### src/rtl/fifo_pkg.sv
// Shared sizing and types for the FIFO RAM controller.
package fifo_pkg;

    localparam int unsigned ADDR_W        = 5;
    localparam int unsigned DEPTH         = 2 ** ADDR_W;
    localparam int unsigned PTR_W         = ADDR_W + 1;
    localparam int unsigned AF_THRESH_DEF = 28;
    localparam int unsigned AE_THRESH_DEF = 4;

    typedef logic [PTR_W-1:0] ptr_t;

endpackage

### src/rtl/fifo_ptr.sv
// FIFO pointer register: increments on inc, cleared by flush or reset. MSB is the wrap bit.
module fifo_ptr
    import fifo_pkg::*;
(
    input  logic clk,
    input  logic resetn,
    input  logic flush,
    input  logic inc,
    output ptr_t ptr
);

    ptr_t ptr_q, ptr_d;

    always_comb begin
        ptr_d = ptr_q;
        if (flush) begin
            ptr_d = '0;
        end else if (inc) begin
            ptr_d = ptr_q + 1'b1;
        end
    end

    always_ff @(posedge clk) begin
        if (!resetn) begin
            ptr_q <= '0;
        end else begin
            ptr_q <= ptr_d;
        end
    end

    assign ptr = ptr_q;

endmodule

### src/rtl/fifo_ram_ctrl.sv
// Synchronous FIFO controller for a 32x32 dual-port RAM: addresses, enables, occupancy and
// sticky error flags.
module fifo_ram_ctrl
    import fifo_pkg::*;
#(
    parameter int unsigned AF_THRESH = AF_THRESH_DEF,
    parameter int unsigned AE_THRESH = AE_THRESH_DEF
) (
    input  logic             clk,
    input  logic             resetn,
    input  logic             wr_req,
    input  logic             rd_req,
    input  logic             flush,
    input  logic             clr_err,
    output logic [PTR_W-1:0] ram_wptr,
    output logic [PTR_W-1:0] ram_rptr,
    output logic             ram_we,
    output logic             ram_re,
    output logic             rd_valid,
    output logic             full,
    output logic             empty,
    output logic             almost_full,
    output logic             almost_empty,
    output logic [PTR_W:0]   count,
    output logic             overflow,
    output logic             underflow
);

    localparam logic [PTR_W:0] AfLevel = (PTR_W + 1)'(AF_THRESH);
    localparam logic [PTR_W:0] AeLevel = (PTR_W + 1)'(AE_THRESH);

    ptr_t wptr, rptr, occ;
    logic wr_ok, rd_ok;
    logic rd_valid_q, rd_valid_d;
    logic overflow_q, overflow_d;
    logic underflow_q, underflow_d;

    fifo_ptr u_wptr (
        .clk    (clk),
        .resetn (resetn),
        .flush  (flush),
        .inc    (wr_ok),
        .ptr    (wptr)
    );

    fifo_ptr u_rptr (
        .clk    (clk),
        .resetn (resetn),
        .flush  (flush),
        .inc    (rd_ok),
        .ptr    (rptr)
    );

    assign occ   = wptr - rptr;
    assign empty = (wptr == rptr);
    assign full  = (wptr[ADDR_W] != rptr[ADDR_W]) &&
                   (wptr[ADDR_W-1:0] == rptr[ADDR_W-1:0]);
    assign count        = {1'b0, occ};
    assign almost_full  = (count >= AfLevel);
    assign almost_empty = (count <= AeLevel);

    // Enables are held off while reset is asserted.
    assign wr_ok  = resetn & wr_req & ~full & ~flush;
    assign rd_ok  = resetn & rd_req & ~empty & ~flush;
    assign ram_we = wr_ok;
    assign ram_re = rd_ok;

    assign ram_wptr = {1'b0, wptr[ADDR_W-1:0]};
    assign ram_rptr = {1'b0, rptr[ADDR_W-1:0]};

    always_comb begin
        overflow_d  = overflow_q;
        underflow_d = underflow_q;
        rd_valid_d  = rd_ok;
        if (clr_err) begin
            overflow_d  = 1'b0;
            underflow_d = 1'b0;
        end
        // A new error in the same cycle as clr_err wins.
        if (wr_req && full && !flush) begin
            overflow_d = 1'b1;
        end
        if (rd_req && empty && !flush) begin
            underflow_d = 1'b1;
        end
    end

    always_ff @(posedge clk) begin
        if (!resetn) begin
            rd_valid_q  <= 1'b0;
            overflow_q  <= 1'b0;
            underflow_q <= 1'b0;
        end else begin
            rd_valid_q  <= rd_valid_d;
            overflow_q  <= overflow_d;
            underflow_q <= underflow_d;
        end
    end

    assign rd_valid  = rd_valid_q;
    assign overflow  = overflow_q;
    assign underflow = underflow_q;

endmodule

### config.mk
export PLATFORM = sky130hd
export DESIGN_NAME = fifo_ram_ctrl
export DESIGN_NICKNAME = d
export VERILOG_FILES = /design/src/rtl/fifo_pkg.sv /design/src/rtl/fifo_ptr.sv /design/src/rtl/fifo_ram_ctrl.sv
export SDC_FILE = /design/constraint.sdc
export NUM_CORES = 1
export LEC_CHECK = 0
export ABC_CLOCK_PERIOD_IN_PS = 3600
export BUFFER_PORTS_ARGS = -buffer_cell sky130_fd_sc_hd__buf_2
export CORE_MARGIN = 3
export CORE_UTILIZATION = 40
export DETAILED_ROUTE_END_ITERATION = 12
export PLACE_DENSITY = 0.72
export SYNTH_ARGS = -nofsm -noshare
export SYNTH_HDL_FRONTEND = slang
export SYNTH_HIERARCHICAL = 1
export SYNTH_SLANG_ARGS = --single-unit
export TNS_END_PERCENT = 100
### constraint.sdc
create_clock -name clk -period 3.6 [get_ports clk]
set_input_delay 0.36 -clock clk [delete_from_list [all_inputs] [get_ports clk]]
set_output_delay 0.36 -clock clk [all_outputs]
set_load 0.005 [all_outputs]
==> impl_results.md <==
* Crit share post-route at between 70% and 80%
* Die Y at roughly 54 microns
* Max Clock Freq at 0.365 GHz
* First-pass GRT wire length at approximately 3400 microns
* Seq/Total Area, Yosys at 32.1%
* Post-layout minimum cycle time at between 2000 and 3000 ps
* Crit path from: u_rptr/ptr[2]
* Worst Hold Launch: flush
* R2R Path End: u_rptr/ptr[5]
* Initial DRT Pass Iterations at 4
* Final Total Pwr at 0.000287 W
* Core Region at 2080 sq um
* Number of synthesized flops with an enable pin at 0
* Post-CTS resize count at 0
* VDD IR max at about 0.17 mV
* Fraction of registers with async set/reset at 0%
* Post-Syn Area per Cell at between 8 and 9 sq um
* CTS Sinks at 15
* R2R Path Start: u_rptr/ptr[2]
* Vias per cell at 5.08
* Fin Setup TNS at 0 ps
* CTS HTree Levels at 1
* Setup Fix Bufs, Post-CTS at 0
* Layout area overhead at 22.6%
* Initial antenna violation count at 0
* Worst Path Max Fanout at 5
* GRT Overall Usage at 16.1%
* Synth warn at 6
* R2r setup slk at ~1200 ps
* Hold Fails Final Rpt at 0
* Synth cell count leaders: 15 x dfxtp_1, 13 x nor2_1, 8 x inv_1, 8 x xor2_1, 7 x ha_1
* CP arrival at 2380 ps
* Count leader, synth: dfxtp_1
* Main flop type after synthesis: dfxtp_1
* Final Util at 55.0%
* Pins Over Slew Limit at 0
* Crit Path Class: reg -> out
* Initial Util at approximately 45%
* Count of state elements after synthesis at 15
* GP Congestion at 0.842
* Worst hold path type: in -> reg
* Run status: completed
* Port buffer count at 30
* Mapped Cells at 105
* Grt ovf at 0
* Critical Path Start Type: flip-flop
* Area contributors post-synth: dfxtp_1 32%, ha_1 9.4%, xor2_1 7.5%
* Routed Antenna Nets at 0
* Hold path depth at 2
* Detailed placement HPWL at 1670 microns
* Nets at 155
* Drt total wl at 2100 microns
* Worst Reg2Reg Path Length in Cells at 10
* Clock buffer depth at 2
* CTS clk-pin slew, worst paths at about 90 ps
* # setup viols final at 0
* Diodes inserted at 0
* Worst Setup End Kind: primary output
* Largest net degree at the start of global routing at 10
* Cell area after layout at 1150 sq um
* Synthesized area at 935 sq um
* Clk_lat worst skew at 290 ps
* Leakage dissipation at ~0.55 nW
* Top Ports at 34
* DRT iter0 DRCs at 13
* PwrDens at 250 nW/um^2
* CTS root buf: clkbuf_4
* Netlist cell types at 31
* Post-DP Area at 1120 sq um
* WP data required at 3240 ps
* DIE WIDTH at 54.3 microns
* Ratio of cells with drive above 1 in the final layout at 29.3%
* Synth area leader: dfxtp_1
* DRC at 0
* Number of max-cap violations at 0
* TritonCTS clock tree: done
* Vias in the first global route at 780
* DR WL/cell at 12.6 microns
* Num rows at 16
* Crit path capture: almost_empty
* Area share of the largest cell type after synthesis at 32.1%
* Clock Skew at 0.646 ps
* RSZ-0062 raised after global routing: false
* CTS Buf Count at 3
* DIE AREA at 2950 sq um
* CTS Hold Bufs at 0
* DR vias at 848
==> worst max-delay path, stage by stage, from the launching register on <==
cell and delay, ps:
dfxtp_1 450, inv_1 70, ha_1 360, o21ai_1 100, a21oi_1 190, nor4_1 70
a311o_1 370, a2111oi_2 320, buf_2 160
==> logic make-up (layout without fill, tap and decap cells) <==
| family | count (synthesis) | count (layout) | share of synthesized area (%) |
|---|---|---|---|
| buffers and inverters | 11 | 44 | 5.62 |
| XOR/XNOR | 12 | 12 | 12.0 |
| other | 1 | 3 | 0.401 |
| AND/OR/NAND/NOR | 41 | 41 | 25.3 |
| AO/OA/AOI/OAI | 15 | 15 | 10.8 |
| flip-flops | 15 | 15 | 32.1 |
| multiplexers | 2 | 2 | 2.14 |
| adder cells (fa/ha/maj) | 8 | 8 | 11.5 |
==> area by class of cell <==
type	count	area, sq um
Inverter	8	30.0
Clock inverter	1	5.00
Tap cell	27	33.8
Sequential cell	15	300
Multi-Input combinational cell	81	589
Timing Repair Buffer	32	165
Clock buffer	3	22.5
Fill cell	215	936
==> cell usage in the layout (no fill, tap or decap), types with 2 or more instances in the layout <==
| cell type | count |
|---|---|
| xnor2_1 | 3 |
| dfxtp_1 | 15 |
| nor2_1 | 13 |
| conb_1 | 3 |
| inv_1 | 8 |
| or3_1 | 2 |
| xor2_1 | 8 |
| nor4bb_1 | 3 |
| nand4_2 | 2 |
| nand4_1 | 2 |
| nand2_1 | 5 |
| nand3b_1 | 2 |
| ha_1 | 7 |
| o21ai_0 | 4 |
| a21oi_1 | 4 |
| buf_2 | 30 |
| a21boi_0 | 2 |
| clkbuf_4 | 3 |
| buf_4 | 2 |
| nand2b_1 | 6 |
| mux2i_1 | 2 |
| nor2b_1 | 2 |
==> routing by layer <==
layer / vias to the layer above / GRT usage (%) / part of all wire [%]
li1: 430 / - / -
met1: 382 / 19.9 / 45
met2: 33 / 27.1 / 48
met3: 3 / 3.27 / 6.4
met4: 0 / 6.22 / 1.3
met5: - / 0 / 0
==> power by group <==
part | switching (W) | internal (W) | total (W)
Clock | 0.0000584 | 0.0000414 | 0.0000998
Combinational | 0.0000106 | 0.00000890 | 0.0000195
Sequential | 0.000000832 | 0.000167 | 0.000168
Total | 0.0000698 | 0.000217 | 0.000287
==> through the flow <==
stage / hold WS (ps) / cells / worst slack (ps)
3_5_place_dp: 471 / 163 / 1180
2_1_floorplan: 436 / 107 / 846
6_report: 313 / 167 / 860
3_3_place_gp: 466 / 163 / 1220
4_1_cts: 313 / 167 / 844
5_1_grt: 338 / 167 / 688
==> worst min-delay path by stage <==
| stage | endpoint | slack, ps |
|---|---|---|
| floorplan | rd_valid | 440 |
| global placement | overflow | 470 |
| detailed placement | overflow | 470 |
| CTS | rd_valid | 310 |
| global route | rd_valid | 340 |
| finish | rd_valid | 310 |
==> registers in the layout, summed over array words and instances (netlist names) <==
register	count
u_rptr/ptr	6
rd_valid	1
u_wptr/ptr	6
underflow	1
overflow	1
Power figures use the tool's default switching activity.
